### src/rtl/gerador_req_ie_pkg.sv
// Shared definitions for the IE request initiator: FSM encodings, function one-hot
// codes and the null-profile constant.
package gerador_req_ie_pkg;

   typedef enum logic [2:0] {
      StIdle  = 3'd0,
      StReq   = 3'd1,
      StServe = 3'd2,
      StFim   = 3'd3,
      StSolta = 3'd4
   } estado_e;

   localparam logic [2:0] FUN_NENHUMA = 3'b000;
   localparam logic [2:0] FUN_1       = 3'b001;
   localparam logic [2:0] FUN_2       = 3'b010;
   localparam logic [2:0] FUN_3       = 3'b100;
   localparam logic [2:0] PERF_NULO   = 3'b000;

   function automatic logic [2:0] cod_fun(input logic [1:0] vet);
      logic [2:0] fun;
      unique case (vet)
         2'b01:   fun = FUN_1;
         2'b10:   fun = FUN_2;
         2'b11:   fun = FUN_3;
         default: fun = FUN_NENHUMA;
      endcase
      return fun;
   endfunction

endpackage

### src/rtl/gerador_req_ie_if.sv
// Request/switch bundle between one IE initiator (master) and its surroundings
// (switches, buttons and the arbiter, slave side).
interface gerador_req_ie_if;

   logic [2:0] CH_PERF;
   logic       CH_EN;
   logic [1:0] B;
   logic       GRANT;
   logic       REQ_VALID;
   logic [2:0] REQ_PERF;
   logic [2:0] REQ_FUN;
   logic       BUSY;
   logic       DONE;

   modport master (
      input  CH_PERF, CH_EN, B, GRANT,
      output REQ_VALID, REQ_PERF, REQ_FUN, BUSY, DONE
   );

   modport slave (
      output CH_PERF, CH_EN, B, GRANT,
      input  REQ_VALID, REQ_PERF, REQ_FUN, BUSY, DONE
   );

endinterface

### src/rtl/gerador_req_ie_debounce_vet.sv
// debounce_vet: 2-flop synchronizer plus stable-count acceptance of a W-bit vector;
// the output updates only after N consecutive identical synchronized samples.
module gerador_req_ie_debounce_vet #(
   parameter int unsigned W = 2,
   parameter int unsigned N = 4
) (
   input  logic         i_clk,
   input  logic         i_rst,
   input  logic [W-1:0] i_d,
   output logic [W-1:0] o_q
);

   localparam int unsigned CW = $clog2(N);

   logic [W-1:0]  r_s1;
   logic [W-1:0]  r_s2;
   logic [W-1:0]  r_cand;
   logic [W-1:0]  r_q;
   logic [CW-1:0] r_cnt;

   // r_cnt is the number of identical samples seen so far; it parks at N-1.
   always_ff @(posedge i_clk) begin
      if (i_rst) begin
         r_s1   <= '0;
         r_s2   <= '0;
         r_cand <= '0;
         r_q    <= '0;
         r_cnt  <= '0;
      end else begin
         r_s1 <= i_d;
         r_s2 <= r_s1;
         if (r_s2 != r_cand) begin
            r_cand <= r_s2;
            r_cnt  <= CW'(1);
         end else if (r_cnt == CW'(N - 1)) begin
            r_q <= r_cand;
         end else begin
            r_cnt <= r_cnt + 1'b1;
         end
      end
   end

   assign o_q = r_q;

endmodule

### src/rtl/gerador_req_ie.sv
// Request initiator for one IE: debounces buttons, latches profile/function, requests
// the arbiter and holds the request for a fixed granted service time.
module gerador_req_ie
   import gerador_req_ie_pkg::*;
#(
   parameter int unsigned DEB_CYCLES  = 50000,
   parameter int unsigned HOLD_CYCLES = 100000000
) (
   input logic              CLK,
   input logic              RST,
   gerador_req_ie_if.master ie
);

   localparam int unsigned HW = $clog2(HOLD_CYCLES + 1);

   logic          r_en_s1;
   logic          r_en_s2;
   logic [2:0]    r_perf_s1;
   logic [2:0]    r_perf_s2;
   logic [1:0]    w_acc;
   estado_e       r_estado;
   estado_e       w_estado_prox;
   logic [HW-1:0] r_cnt;
   logic [HW-1:0] w_cnt_prox;
   logic          w_latch;
   logic [2:0]    r_req_perf;
   logic [2:0]    r_req_fun;
   logic          r_req_valid;
   logic          r_busy;
   logic          r_done;

   gerador_req_ie_debounce_vet #(
      .W (2),
      .N (DEB_CYCLES)
   ) u_debounce_vet (
      .i_clk (CLK),
      .i_rst (RST),
      .i_d   (ie.B),
      .o_q   (w_acc)
   );

   always_ff @(posedge CLK) begin
      if (RST) begin
         r_en_s1   <= 1'b0;
         r_en_s2   <= 1'b0;
         r_perf_s1 <= '0;
         r_perf_s2 <= '0;
      end else begin
         r_en_s1   <= ie.CH_EN;
         r_en_s2   <= r_en_s1;
         r_perf_s1 <= ie.CH_PERF;
         r_perf_s2 <= r_perf_s1;
      end
   end

   always_comb begin
      w_estado_prox = r_estado;
      w_cnt_prox    = r_cnt;
      w_latch       = 1'b0;
      unique case (r_estado)
         StIdle: begin
            if (w_acc != 2'b00) begin
               if (r_en_s2 && (r_perf_s2 != PERF_NULO)) begin
                  w_estado_prox = StReq;
                  w_latch       = 1'b1;
               end else begin
                  w_estado_prox = StSolta;
               end
            end
         end
         StReq: begin
            w_cnt_prox = '0;
            if (!r_en_s2) begin
               w_estado_prox = StSolta;
            end else if (ie.GRANT) begin
               w_estado_prox = StServe;
            end
         end
         StServe: begin
            // Cancel wins over completion; terminal count lands DONE HOLD_CYCLES+1
            // cycles after BUSY rises.
            if (!r_en_s2) begin
               w_estado_prox = StSolta;
               w_cnt_prox    = '0;
            end else if (!ie.GRANT) begin
               w_estado_prox = StReq;
               w_cnt_prox    = '0;
            end else if (r_cnt == HW'(HOLD_CYCLES)) begin
               w_estado_prox = StFim;
               w_cnt_prox    = '0;
            end else begin
               w_cnt_prox = r_cnt + 1'b1;
            end
         end
         StFim: begin
            w_estado_prox = StSolta;
         end
         StSolta: begin
            if (w_acc == 2'b00) begin
               w_estado_prox = StIdle;
            end
         end
         default: begin
            w_estado_prox = StIdle;
            w_cnt_prox    = '0;
         end
      endcase
   end

   // Outputs are registered from the next state so they track the FSM without a lag.
   always_ff @(posedge CLK) begin
      if (RST) begin
         r_estado    <= StIdle;
         r_cnt       <= '0;
         r_req_perf  <= PERF_NULO;
         r_req_fun   <= FUN_NENHUMA;
         r_req_valid <= 1'b0;
         r_busy      <= 1'b0;
         r_done      <= 1'b0;
      end else begin
         r_estado    <= w_estado_prox;
         r_cnt       <= w_cnt_prox;
         r_req_valid <= (w_estado_prox == StReq) || (w_estado_prox == StServe);
         r_busy      <= (w_estado_prox == StServe);
         r_done      <= (w_estado_prox == StFim);
         if (w_latch) begin
            r_req_perf <= r_perf_s2;
            r_req_fun  <= cod_fun(w_acc);
         end
      end
   end

   assign ie.REQ_VALID = r_req_valid;
   assign ie.REQ_PERF  = r_req_perf;
   assign ie.REQ_FUN   = r_req_fun;
   assign ie.BUSY      = r_busy;
   assign ie.DONE      = r_done;

endmodule
### src/flat_wrapper.sv
// flat-port wrapper written by rule: the top's interface ports become plain ports
module gerador_req_ie_flat import gerador_req_ie_pkg::*;
#(
   parameter int unsigned DEB_CYCLES  = 50000,
   parameter int unsigned HOLD_CYCLES = 100000000
)
  (CLK, RST, ie_CH_PERF, ie_CH_EN, ie_B, ie_GRANT, ie_REQ_VALID, ie_REQ_PERF, ie_REQ_FUN, ie_BUSY, ie_DONE);
  gerador_req_ie_if ie_i ();
  input logic CLK;
  input logic RST;
  input wire logic [$bits(ie_i.CH_PERF)-1:0] ie_CH_PERF;
  input wire logic [$bits(ie_i.CH_EN)-1:0] ie_CH_EN;
  input wire logic [$bits(ie_i.B)-1:0] ie_B;
  input wire logic [$bits(ie_i.GRANT)-1:0] ie_GRANT;
  output wire logic [$bits(ie_i.REQ_VALID)-1:0] ie_REQ_VALID;
  output wire logic [$bits(ie_i.REQ_PERF)-1:0] ie_REQ_PERF;
  output wire logic [$bits(ie_i.REQ_FUN)-1:0] ie_REQ_FUN;
  output wire logic [$bits(ie_i.BUSY)-1:0] ie_BUSY;
  output wire logic [$bits(ie_i.DONE)-1:0] ie_DONE;
  assign ie_i.CH_PERF = ie_CH_PERF;
  assign ie_i.CH_EN = ie_CH_EN;
  assign ie_i.B = ie_B;
  assign ie_i.GRANT = ie_GRANT;
  assign ie_REQ_VALID = ie_i.REQ_VALID;
  assign ie_REQ_PERF = ie_i.REQ_PERF;
  assign ie_REQ_FUN = ie_i.REQ_FUN;
  assign ie_BUSY = ie_i.BUSY;
  assign ie_DONE = ie_i.DONE;
  gerador_req_ie #(.DEB_CYCLES(DEB_CYCLES), .HOLD_CYCLES(HOLD_CYCLES)) u_core (.CLK(CLK), .RST(RST), .ie(ie_i));
endmodule
### config.mk
export PLATFORM = sky130hd
export DESIGN_NAME = gerador_req_ie_flat
export DESIGN_NICKNAME = d
export VERILOG_FILES = /design/src/rtl/gerador_req_ie_pkg.sv /design/src/rtl/gerador_req_ie_if.sv /design/src/rtl/gerador_req_ie_debounce_vet.sv /design/src/rtl/gerador_req_ie.sv /design/src/flat_wrapper.sv
export SDC_FILE = /design/constraint.sdc
export NUM_CORES = 1
export LEC_CHECK = 0
export CORE_UTILIZATION = 59
export DETAILED_ROUTE_END_ITERATION = 10
export PLACE_DENSITY = 0.8
export SLEW_MARGIN = 20
export SYNTH_ARGS = -nofsm -noshare
export SYNTH_HDL_FRONTEND = slang
export SYNTH_HIERARCHICAL = 1
export SYNTH_SLANG_ARGS = --single-unit
### constraint.sdc
create_clock -name CLK -period 2.2 [get_ports CLK]
set_input_delay 0.33 -clock CLK [delete_from_list [all_inputs] [get_ports CLK]]
set_output_delay 0.33 -clock CLK [all_outputs]
set_load 0.01 [all_outputs]
==> reports/qor_table.md <==
| Parameter | Reported |
|---|---|
| Final hold violation count | 0 |
| Share of layout cells above drive strength 1 | 10.3% |
| Number of cells produced by synthesis | 382 |
| Transition time at the pin with the least slew margin | 0.529 ns |
| Via count | 2902 |
| Cell at the root of the clock tree | sky130_fd_sc_hd__clkbuf_8 |
| DRT Pass-1 Iters | 4 |
| Relative area change from synthesis to final layout | 14.9% |
| Count of boundary I/O pins | 18 |
| Share of the yosys chip area belonging to registers | 42.6% |
| Smallest hold slack | 0.448 ns |
| Global route overflow | 0 |
| Static leakage power | 1.38 nW |
| Total CTS buffers | 9 |
| Number of register bits inferred by synthesis | 71 |
| Outcome | complete, no violations |
| Worst EP arrival | 2.32 ns |
| Required time reported for the critical path endpoint | 2.48 ns |
| Count of different cell masters after synthesis | 62 |
| Share of flip-flops with an asynchronous set or reset | 0% |
| Kind of critical path | flip-flop to flip-flop |
| TritonCTS clock tree | yes |
| Floorplan die width | 77.2 um |
| Sinks on the clock net | 71 |
| Worst skew pair latency | 0.35 ns |
| Clock Skews | 0.00342 ns |
| Placer congestion estimate | 0.848 |
| Max H-tree Level | 3 |
| Commonest non-fill, non-tap cells in the layout | sky130_fd_sc_hd__dfxtp_1, sky130_fd_sc_hd__nand2_1, sky130_fd_sc_hd__a21oi_1 |
| Rel. slew slack | 64.8% |
| Maximum vdd ir drop | 0.584 mV |
| Endpoint class of the critical path | flip-flop |
| Synthesized area | 0.00333 mm2 |
| Largest net degree at the start of global routing | 42 |
| Detailed-route wire length | 7280 um |
| Detailed-placement wirelength estimate | 4960 um |
| Total track usage | 26.2% |
| CP Cell Sequence | inv_1 > ha_1 > nor4b_1 > and3_1 > a211oi_4 > buf_12 > or2b_1 > a31oi_1 |
| Count of buffers inserted at the top-level ports | 17 |
| Finish-stage setup viols | 0 |
| Clock period minus worst slack | 2.04 ns |
| Nets@finish | 424 |
| Effective utilization at floorplan | 60.9% |
| Most frequent standard cell in the layout excluding fill and tap cells | sky130_fd_sc_hd__dfxtp_1 |
| Maximum number of buffers from clock root to sink | 2 |
| Fmax achieved | 490 MHz |
| Type of the tightest min-delay check | flip-flop to flip-flop |
| Cell with the largest stage delay on the worst path | sky130_fd_sc_hd__dfxtp_1 |
| Std-Cell Rows | 27 |
| Post-route fraction of the period consumed by the critical path | 92.7% |
| Initial antenna violation count | 0 |
| Final Slew Violations | 0 |
| Delay contributed by the slowest stage of the critical path | 0.42 ns |
| Average routed wire per standard cell | 14.9 um |
| Yosys warning count | 6 |
| CORE AREA | 0.00547 mm2 |
| Max FO, Critical Path | 41 |
| Number of enable-type register cells in the synthesized netlist | 0 |
| Final Total Pwr | 0.00238 W |
| Clk pin slew, worst setup/hold paths | 0.07 ns |
| Via count of the first global-routing pass | 2753 |
| Maximum capacitance violations | 0 |
| Synthesized area per cell | 8.73 um2 |
| Unrepaired setup endpoints after global routing | false |
| Violation count after the first detailed-route iteration | 305 |
| Via-per-instance ratio | 5.95 |
| Kind of launch point of the worst setup path | flip-flop |
| Power Density | 622 mW/mm2 |
| Vert. Die Dim | 77.2 um |
| Area of the die | 0.00596 mm2 |
| Wire length of the first global-routing pass | 12400 um |
| Post-route antenna net violation count | 0 |
| Sum Neg Setup Slack | 0 ns |
| Number of nets in the synthesized netlist | 394 |
| Number of diodes | 0 |
| Ys flop type | sky130_fd_sc_hd__dfxtp_1 |
| Total DRC errors in the routed layout | 0 |
state kept, by name (all words and copies together) (netlist names), 3 cells and up:
register / flops
u_core/r_cnt: 27
u_core/u_debounce_vet/r_cnt: 16
u_core/ie.REQ_FUN: 3
u_core/ie.REQ_PERF: 3
u_core/r_estado: 3
u_core/r_perf_s1: 3
u_core/r_perf_s2: 3
cell usage after synthesis, types with 2 or more instances:
master / number / share of area, %
sky130_fd_sc_hd__a211oi_1: 2 / 0.45
sky130_fd_sc_hd__a21oi_1: 30 / 4.5
sky130_fd_sc_hd__a31oi_1: 12 / 2.3
sky130_fd_sc_hd__a41oi_1: 3 / 0.79
sky130_fd_sc_hd__and2_1: 4 / 0.75
sky130_fd_sc_hd__and3_1: 7 / 1.3
sky130_fd_sc_hd__and4_1: 4 / 1.1
sky130_fd_sc_hd__buf_6: 5 / 1.7
sky130_fd_sc_hd__clkbuf_1: 7 / 0.79
sky130_fd_sc_hd__dfxtp_1: 71 / 43
sky130_fd_sc_hd__ha_1: 3 / 1.1
sky130_fd_sc_hd__inv_1: 13 / 1.5
sky130_fd_sc_hd__mux2i_1: 9 / 2.7
sky130_fd_sc_hd__nand2_1: 36 / 4.1
sky130_fd_sc_hd__nand2b_1: 5 / 0.94
sky130_fd_sc_hd__nand3_1: 21 / 3.2
sky130_fd_sc_hd__nand3b_1: 2 / 0.45
sky130_fd_sc_hd__nand4_1: 14 / 2.6
sky130_fd_sc_hd__nand4b_1: 2 / 0.53
sky130_fd_sc_hd__nor2_1: 28 / 3.2
sky130_fd_sc_hd__nor2b_1: 16 / 3.0
sky130_fd_sc_hd__nor3_1: 8 / 1.2
sky130_fd_sc_hd__nor3b_1: 2 / 0.45
sky130_fd_sc_hd__nor4_1: 5 / 0.94
sky130_fd_sc_hd__o211ai_1: 3 / 0.68
sky130_fd_sc_hd__o21a_1: 2 / 0.45
sky130_fd_sc_hd__o21ai_0: 13 / 2.0
sky130_fd_sc_hd__o31ai_1: 2 / 0.45
sky130_fd_sc_hd__or2_2: 3 / 0.56
sky130_fd_sc_hd__or3_1: 4 / 0.75
sky130_fd_sc_hd__or4_1: 2 / 0.45
sky130_fd_sc_hd__xnor2_1: 5 / 1.3
sky130_fd_sc_hd__xor2_1: 10 / 2.6
routing by layer:
layer	vias up	part of all wire (%)	GRT usage, %
met2	75	48	43.1
met4	0	2.0	14.7
met5	-	0	0
met1	1369	45	32.2
li1	1443	-	-
met3	15	4.8	4.64
worst max-delay path, delay by kind of cell (launching register included):
kind / cells / cell delay (ns)
AND/OR/NAND/NOR: 3 / 0.61
AO/OA/AOI/OAI: 2 / 0.44
flip-flops: 1 / 0.42
adder cells (fa/ha/maj): 1 / 0.18
buffers and inverters: 2 / 0.30
layout make-up:
cell class | count | area [um2]
multi-input combinational | 283 | 1780
clock inverter | 4 | 47.5
clock buffer | 11 | 131
fill | 432 | 1640
inverter | 13 | 48.8
sequential | 71 | 1420
tap | 72 | 90.1
timing repair buffer | 34 | 310
where the power goes:
group | total, W | switching [W] | internal, W
Combinational | 0.0000904 | 0.0000486 | 0.0000418
Sequential | 0.00131 | 0.00000923 | 0.00130
Clock | 0.000983 | 0.000469 | 0.000514
cells by family after synthesis:
family	count (synthesis)	synth area share, %
AO/OA/AOI/OAI	78	14.5
XOR/XNOR	15	3.94
buffers and inverters	28	4.35
adder cells (fa/ha/maj)	4	1.43
flip-flops	71	42.6
AND/OR/NAND/NOR	177	30.5
multiplexers	9	2.70
metrics by stage:
stage               area (um2)  cells  util, %  setup WS (ns)
finish                    3830    488     70.0          0.161
global route              3830    488     70.0         0.0310
CTS                       3820    487     69.8          0.119
detailed placement        3640    472     66.5          0.115
global placement          3640    472     66.5          0.153
floorplan                 3330    382        -          0.301
path summary, 6_finish.rpt:
kind / cells after the start / endpoint / start / slack [ns]
max: 8 / u_core/r_cnt[2] / u_core/r_cnt[0] / 0.16
min: 1 / u_core/r_perf_s2[1] / u_core/r_perf_s1[1] / 0.45
max reg2reg: 8 / u_core/r_cnt[2] / u_core/r_cnt[0] / 0.16
min reg2reg: 1 / u_core/r_perf_s2[1] / u_core/r_perf_s1[1] / 0.45
repair_timing:
item,4_1_cts,5_1_grt
hold endpoints to repair,0,0
hold buffers,0,0
gates resized for setup,0,1
setup endpoints to repair,0,3
setup buffers,0,1
No activity file was read; power rests on OpenSTA's default activity.
